<file path="config.mk">
export PLATFORM = sky130hd
export DESIGN_NAME = load_store_unit
export DESIGN_NICKNAME = d
export VERILOG_FILES = /design/src/rtl/load_store_unit.sv
export SDC_FILE = /design/constraint.sdc
export NUM_CORES = 1
export LEC_CHECK = 0
export CAP_MARGIN = 5
export CORE_MARGIN = 3
export CORE_UTILIZATION = 42
export DETAILED_ROUTE_END_ITERATION = 8
export HOLD_SLACK_MARGIN = 0.03
export PLACE_DENSITY = 0.73
export SYNTH_ARGS = -nofsm -noshare
export SYNTH_HDL_FRONTEND = slang
export SYNTH_SLANG_ARGS = --single-unit
</file>
<file path="constraint.sdc">
create_clock -name clk -period 2.81 [get_ports clk]
set_input_delay 0.562 -clock clk [delete_from_list [all_inputs] [get_ports clk]]
set_output_delay 0.562 -clock clk [all_outputs]
set_load 0.02 [all_outputs]
</file>
<file path="src/rtl/load_store_unit.sv">
`default_nettype none
// ============================================================================
// Module      : load_store_unit
// Description : RV32 byte/half/word load-store sequencer in front of a
//               word-wide data memory (sub-word stores use read-modify-write).
// Revision    : 1.0 - initial release
// ============================================================================

module load_store_unit #(
    parameter int ADDR_W = 9
) (
    input  logic              clk,
    input  logic              reset,
    input  logic              req,
    input  logic              we,
    input  logic [2:0]        funct3,
    input  logic [ADDR_W-1:0] addr,
    input  logic [31:0]       wdata,
    output logic              ready,
    output logic              done,
    output logic [31:0]       rdata,
    output logic              fault,
    output logic              mem_read,
    output logic              mem_write,
    output logic [ADDR_W-1:0] mem_addr,
    output logic [31:0]       mem_wdata,
    input  logic [31:0]       mem_rdata
);

    typedef enum logic [1:0] {
        S_IDLE = 2'd0,
        S_RD   = 2'd1,
        S_WR   = 2'd2,
        S_DONE = 2'd3
    } state_t;

    localparam logic [2:0] c_F3_B  = 3'b000;
    localparam logic [2:0] c_F3_H  = 3'b001;
    localparam logic [2:0] c_F3_W  = 3'b010;
    localparam logic [2:0] c_F3_BU = 3'b100;
    localparam logic [2:0] c_F3_HU = 3'b101;

    state_t              state_q;
    logic                we_q;
    logic [2:0]          f3_q;
    logic [1:0]          off_q;
    logic [15:0]         wdata_q;
    logic [31:0]         rdata_q;
    logic [31:0]         mem_wdata_q;
    logic [ADDR_W-1:0]   mem_addr_q;
    logic                fault_q;

    logic                w_acc_fault;
    logic [7:0]          w_byte;
    logic [15:0]         w_half;
    logic [31:0]         w_load_ext;
    logic [31:0]         w_merge;

    // Illegal width code or misaligned address, judged on the request inputs
    always_comb begin
        w_acc_fault = 1'b0;
        if (we) begin
            case (funct3)
                c_F3_B:  w_acc_fault = 1'b0;
                c_F3_H:  w_acc_fault = addr[0];
                c_F3_W:  w_acc_fault = |addr[1:0];
                default: w_acc_fault = 1'b1;
            endcase
        end else begin
            case (funct3)
                c_F3_B, c_F3_BU: w_acc_fault = 1'b0;
                c_F3_H, c_F3_HU: w_acc_fault = addr[0];
                c_F3_W:          w_acc_fault = |addr[1:0];
                default:         w_acc_fault = 1'b1;
            endcase
        end
    end

    // Little-endian lane selection from the memory word
    always_comb begin
        w_byte = mem_rdata[7:0];
        case (off_q)
            2'd0:    w_byte = mem_rdata[7:0];
            2'd1:    w_byte = mem_rdata[15:8];
            2'd2:    w_byte = mem_rdata[23:16];
            default: w_byte = mem_rdata[31:24];
        endcase
        w_half = off_q[1] ? mem_rdata[31:16] : mem_rdata[15:0];
    end

    always_comb begin
        w_load_ext = mem_rdata;
        case (f3_q)
            c_F3_B:  w_load_ext = {{24{w_byte[7]}}, w_byte};
            c_F3_H:  w_load_ext = {{16{w_half[15]}}, w_half};
            c_F3_BU: w_load_ext = {24'd0, w_byte};
            c_F3_HU: w_load_ext = {16'd0, w_half};
            default: w_load_ext = mem_rdata;
        endcase
    end

    // Sub-word store: replace only the addressed lane of the word just read
    always_comb begin
        w_merge = mem_rdata;
        if (f3_q == c_F3_B) begin
            case (off_q)
                2'd0:    w_merge[7:0]   = wdata_q[7:0];
                2'd1:    w_merge[15:8]  = wdata_q[7:0];
                2'd2:    w_merge[23:16] = wdata_q[7:0];
                default: w_merge[31:24] = wdata_q[7:0];
            endcase
        end else if (off_q[1]) begin
            w_merge[31:16] = wdata_q;
        end else begin
            w_merge[15:0] = wdata_q;
        end
    end

    always_ff @(posedge clk) begin
        if (reset) begin
            state_q     <= S_IDLE;
            we_q        <= 1'b0;
            f3_q        <= 3'd0;
            off_q       <= 2'd0;
            wdata_q     <= 16'd0;
            rdata_q     <= 32'd0;
            mem_wdata_q <= 32'd0;
            mem_addr_q  <= '0;
            fault_q     <= 1'b0;
        end else begin
            case (state_q)
                S_IDLE: begin
                    if (req) begin
                        we_q       <= we;
                        f3_q       <= funct3;
                        off_q      <= addr[1:0];
                        wdata_q    <= wdata[15:0];
                        mem_addr_q <= {addr[ADDR_W-1:2], 2'b00};
                        if (w_acc_fault) begin
                            fault_q <= 1'b1;
                            state_q <= S_DONE;
                        end else if (we && (funct3 == c_F3_W)) begin
                            mem_wdata_q <= wdata;
                            state_q     <= S_WR;
                        end else begin
                            state_q <= S_RD;
                        end
                    end
                end
                S_RD: begin
                    if (we_q) begin
                        mem_wdata_q <= w_merge;
                        state_q     <= S_WR;
                    end else begin
                        rdata_q <= w_load_ext;
                        state_q <= S_DONE;
                    end
                end
                S_WR: begin
                    mem_wdata_q <= 32'd0;
                    state_q     <= S_DONE;
                end
                default: begin
                    fault_q <= 1'b0;
                    state_q <= S_IDLE;
                end
            endcase
        end
    end

    assign ready     = (state_q == S_IDLE);
    assign done      = (state_q == S_DONE);
    assign mem_read  = (state_q == S_RD);
    assign mem_write = (state_q == S_WR);
    assign fault     = fault_q;
    assign rdata     = rdata_q;
    assign mem_addr  = mem_addr_q;
    assign mem_wdata = mem_wdata_q;

endmodule

`default_nettype wire

</file>
======== Yosys cells after proc, flatten, opt, wreduce, memory -nomap -nowiden ========
Index checks and enable logic that the tools add are counted.
operators by class
  add/subtract/negate cells ............... 0
  multiply operators ...................... 0
  divide/modulo/power cells ............... 0
  order comparisons ....................... 0
  equality and inequality tests ........... 17
  shift operators ......................... 0
  mux-type cells .......................... 26
  bitwise gates (word level) .............. 2
  reductions and logical operators ........ 15
operators with widths
  operator              number
  $mux W32              5
  $pmux W32 S4          1
  $pmux W32 S3          1
  $mux W16              3
  $mux W8               4
  $pmux W8 S3           1
  $eq A3 B3 Y1 const B  4
  $reduce_or A2 Y1      4
  $eq A2 B2 Y1 const B  3
  $eq A3 B1 Y1 const B  2
  $logic_not A3 Y1      2
  $mux W2               3
  $ne A2 B1 Y1 const B  3
  $pmux W1 S3           2
  $pmux W2 S3           1
  $reduce_and A5 Y1     1
  $eq A2 B1 Y1 const B  2
  $logic_not A2 Y1      2
  $mux W1               4
  $ne A2 B2 Y1 const B  2
  $reduce_and A2 Y1     2
  $eq A3 B2 Y1 const B  1
  $reduce_and A3 Y1     1
  $reduce_bool A3 Y1    1
  4 further kinds       5
word-level totals
  flip-flop bits (word level) ............. 96
  latch bits .............................. 0
  memory bits (writable) .................. 0
  ROM bits ................................ 0
  bits of input ports ..................... 80
  output and inout port bits .............. 78
  logic and storage cells ................. 69
  memories kept ........................... 0

======== Longest topological paths before layout ========
  word-level depth ........................ 7
  mapped depth ............................ 9
  mapped depth without buffers ............ 6

======== Least setup slack after synthesis ========
OpenSTA, ideal clock, no wires.
  path type ............................... register to register
  start point ............................. register state_q[1]
  end point ............................... register mem_wdata_q[11], in the netlist mem_wdata[11]
  setup time .............................. 137 ps
  arrival ................................. 2,005 ps
  data required time ...................... 2,673 ps
  setup slack ............................. 668 ps
  cell stages (with the launch flop) ...... 10
  buffers on the path ..................... 3
  clock period less this slack ............ 2,142 ps
  cells stage by stage .................... dfxtp_1 inv_1 ha_1 nor2b_1 buf_2 a2111oi_4 and2_1 buf_6 buf_8 a311oi_2
between the ends
  word-level cells in the longest chain between the ends .. 3
  elaborated cells on any way between the ends .. 10
  those cells by class .................... 6 x eq/ne; 1 x mux; 3 x reduce/logical
ends and longest elaborated chain
  element                                                                     line  source
  start, declared                                                             43    state_t state_q;
  start signal, assigned                                                      121   state_q <= S_IDLE;
  start signal, assigned                                                      141   state_q <= S_DONE;
  start signal, assigned                                                      144   state_q <= S_WR;
  $eq A2 B1 Y1 (*)                                                            --
  net mem_read                                                                23    output logic mem_read,
  $ne A2 B1 Y1 (no source line) / $reduce_bool A3 Y1 (equally long branches)  --
  $reduce_and A5 Y1 (no source line)                                          --
  end signal, assigned                                                        143   mem_wdata_q <= wdata;
  end signal, assigned                                                        152   mem_wdata_q <= w_merge;
  end, declared                                                               49    logic [31:0] mem_wdata_q;
The timed path passes the listed nets; every way through them passes the cells marked *.
A chain may end at the register's enable or synchronous reset.

======== Final worst setup path ========
  start point ............................. register state_q[1]
  end point ............................... output port mem_read
between the ends
  word-level cells in the longest chain between the ends .. 1
ends and longest elaborated chain
  element        line  source
  $eq A2 B1 Y1   173   assign mem_read = (state_q == S_RD);
  end, declared  23
Every way passes these cells.

==> results.txt <==
----------------------------------------------------
[Finish]
  Net count of the finished layout ... 856
  Most used cells in the layout excluding fill and tap cells ... 154 x sky130_fd_sc_hd__clkdlybuf4s50_1, 130 x sky130_fd_sc_hd__nand2_1, 96 x sky130_fd_sc_hd__dfxtp_1
  Count of placed standard cells in the final layout, fillers left out ... 944
  Final core utilization ... 59.3%
  Synth-to-Final Area Change ... 36.3%
  Final instance area ... 7210 um^2
  Share of cells above drive strength 1 ... 10.4%
  Most common cell after layout, fill and taps aside ... sky130_fd_sc_hd__clkdlybuf4s50_1
  Ant. Diodes ... 0

[Critical path]
  Crit path max-delay cell type ... sky130_fd_sc_hd__clkdlybuf4s50_1
  Reg2reg start ... state_q[1]$_SDFFE_PP0P_
  Reg2reg end ... rdata[13]$_SDFFE_PP0P_
  Register-to-Register Path Depth ... 6
  Crit path required time ... 2.25 ns
  Arrival time worst endpoint ... 1.95 ns
  Delay of the slowest cell on the worst path ... 0.71 ns
  Slack of the worst reg-to-reg path ... 0.50 ns
  Critical path endpoint category ... primary output
  Cell-by-cell trace of the critical path ... inv_1 -> ha_1 -> clkdlybuf4s50_1
  Type of the worst setup path ... flop to primary output
  Highest net fanout along the worst path ... 13
  CP Launch Type ... flop

[Logic synthesis]
  Cell types occupying the most area after synthesis ... sky130_fd_sc_hd__dfxtp_1 36%, sky130_fd_sc_hd__nand2_1 9.2%, sky130_fd_sc_hd__a21oi_1 6.2%
  Flip-flop and latch count after synthesis ... 96
  Count of different cell masters after synthesis ... 49
  Syn_area_per_cell ... 8.12 um^2
  Post-synth top area share ... 36.3%
  Library cell with the largest summed area after synthesis ... sky130_fd_sc_hd__dfxtp_1
  Number of flops mapped to enable cells by yosys ... 0
  Post-Synthesis Cells ... 651
  Netlist area before placement ... 5290 um^2
  Post-synthesis sequential area ratio ... 36.3%
  Warnings, synthesis ... 0
  Proportion of synthesized flip-flops having asynchronous set or reset ... 0%
  Commonest register cell after synthesis ... sky130_fd_sc_hd__dfxtp_1

[Clock network]
  CTS tree ... yes
  Resized cells post-CTS ... 0
  Clk root buf ... sky130_fd_sc_hd__clkbuf_16
  H-tree Lvls ... 3
  Number of clock buffers inserted by TritonCTS ... 9
  Number of buffers added to fix hold violations after cts ... 0
  Post-CTS setup repair buffer count ... 0
  Clk sinks ... 96
  Clock Path Buffers ... 2
  Skew-Pair Late Insertion Delay ... 0.35 ns
  Worst-path clk slew ... 0.07 ns

[Global routing]
  Pin count of the biggest net entering global routing ... 53
  Wire length of the first global-routing pass ... 28.7 mm
  Remaining Overflow, GRT ... 0
  Initial antenna violation count ... 0
  Via count of the first global-routing pass ... 5238
  Total GRT Usage ... 25.6%

[Pwr]
  P per Cell Area ... 1060 nW/um^2
  Cell leakage power ... 2.45 nW
  Maximum VDD drop ... 568 uV
  Total power of the final layout ... 7.65 mW

[Floorplanning]
  Total die area ... 14000 um^2
  Height of the die ... 118 um
  Width of the die ... 118 um
  I/O pins ... 158
  Core ar. ... 12200 um^2
  Num rows ... 40
  Starting utilization of the core area ... 43.5%

[STA]
  Final critical path time including I/O delays and setup ... 2.51 ns
  Rel. slew slack ... 35.2%
  Worst-case setup margin in the final layout ... 0.302 ns
  Fin Hold WS ... 0.455 ns
  Layout Skew ... 0.00699 ns
  Setup repair after global routing missed its margin ... no
  Number of endpoints with negative hold slack in the final report ... 0
  Portion of the clock cycle consumed by the worst path in the final layout ... 89.3%
  Least-Margin Pin Slew ... 0.972 ns
  Final count of negative-setup-slack endpoints ... 0
  Setup TNS Final ... 0 ns
  Final number of max-transition violations ... 0
  Max Fclk ... 399 MHz

[Placement]
  Post-DP HPWL ... 13.3 mm
  Port Buffers ... 155
  Post-place setup slack ... 0.370 ns
  Cell area after placement ... 6870 um^2
  Final RePlAce weighted congestion ... 0.919
  Post-Place Cells ... 929

[Drt]
  Antenna Violating Nets Remaining ... 0
  First-pass iteration count of the detailed router ... 5
  Drt first-iter violations ... 519
  Vias after detailed routing ... 5373
  Aggregate routed wire length ... 18.3 mm
  Wire per inst ... 19.4 um
  Routed vias/inst ... 5.69
  DRC errors left ... 0

[Hold path]
  Type of the tightest min-delay check ... flop to flop
  Cell depth of the worst hold path ... 2
  Worst min-delay path startpoint ... mem_addr[2]$_SDFFE_PP0P_
  End point of the worst hold path ... mem_addr[2]$_SDFFE_PP0P_

[Job]
  Max-cap violations ... 0

[Run status]
  Result of the run ... complete, no violations

----------------------------------------------------
where the power goes:
group / switching (mW) / internal, mW
logic: 2.31 / 1.82
clock network: 0.525 / 0.873
registers: 0.307 / 1.82
synthesized netlist by cell type (8+ instances only):
library cell                number
sky130_fd_sc_hd__a311oi_2        8
sky130_fd_sc_hd__a311oi_1       24
sky130_fd_sc_hd__buf_2          17
sky130_fd_sc_hd__nor3_1         26
sky130_fd_sc_hd__or3_1           9
sky130_fd_sc_hd__dfxtp_1        96
sky130_fd_sc_hd__o21bai_1        8
sky130_fd_sc_hd__a2111oi_0       8
sky130_fd_sc_hd__a211oi_1       24
sky130_fd_sc_hd__o221ai_1        8
sky130_fd_sc_hd__mux2_2         23
sky130_fd_sc_hd__nor2_1         41
sky130_fd_sc_hd__nand2_1       130
sky130_fd_sc_hd__and3_1          8
sky130_fd_sc_hd__a21oi_1        65
sky130_fd_sc_hd__buf_6           8
sky130_fd_sc_hd__clkbuf_1       30
sky130_fd_sc_hd__nand2b_1       39
sky130_fd_sc_hd__nor3b_1         9
sky130_fd_sc_hd__a221o_1         8
cells by family (layout without fill, tap and decap cells):
| kind of cell | Yosys count | count (layout) | synth area share (%) |
|---|---|---|---|
| compound gates | 176 | 176 | 24.7 |
| other cells | 1 | 2 | 0.0709 |
| fa+ha+maj | 4 | 4 | 0.946 |
| simple gates | 279 | 279 | 25.1 |
| buf+inv | 70 | 194 | 7.24 |
| mux | 25 | 25 | 5.51 |
| flops | 96 | 96 | 36.3 |
registers in the layout, summed over array words and instances, names as in the netlist:
name,cells
fault,1
state_q,2
we_q,1
mem_addr,7
off_q,2
mem_wdata,32
f3_q,3
wdata_q,16
rdata,32
metal layers:
metal  share of wire (%)  GRT usage (%)  vias up
li1                    -              -     2570
met1                  43           33.2     2549
met2                  48           41.9      211
met3                 6.1           4.16       43
met4                 3.4           11.4        0
met5                   0              0        -
critical path, delay by kind of cell (launching register included):
kind	cells	cell delay, ns
buffers and inverters	2	0.81
adder cells (fa/ha/maj)	1	0.44
flip-flops	1	0.34
area by class of cell:
type | count | area [um^2]
timing repair buffer | 174 | 1730
clock inverter | 2 | 60.1
tap | 168 | 210
inverter | 5 | 18.8
fill | 1087 | 4950
sequential | 96 | 1920
clock buffer | 13 | 280
multi-input combinational | 486 | 2990
worst max-delay path by stage:
| stage | startpoint | to | slack [ns] | depth (start not counted) |
|---|---|---|---|---|
| 4_1_cts | state_q[1]$_SDFFE_PP0P_ | mem_read | 0.29 | 3 |
| 2_1_floorplan | state_q[1]$_SDFFE_PP0P_ | mem_wdata[11]$_SDFFE_PP0P_ | 0.67 | 9 |
| 5_1_grt | state_q[1]$_SDFFE_PP0P_ | mem_read | 0.22 | 3 |
| 3_3_place_gp | req | mem_wdata[16]$_SDFFE_PP0P_ | 0.41 | 6 |
| 3_5_place_dp | mem_rdata[7] | rdata[9]$_SDFFE_PP0P_ | 0.37 | 4 |
| 6_report | state_q[1]$_SDFFE_PP0P_ | mem_read | 0.30 | 3 |
No activity file was read; power rests on OpenSTA's default activity.
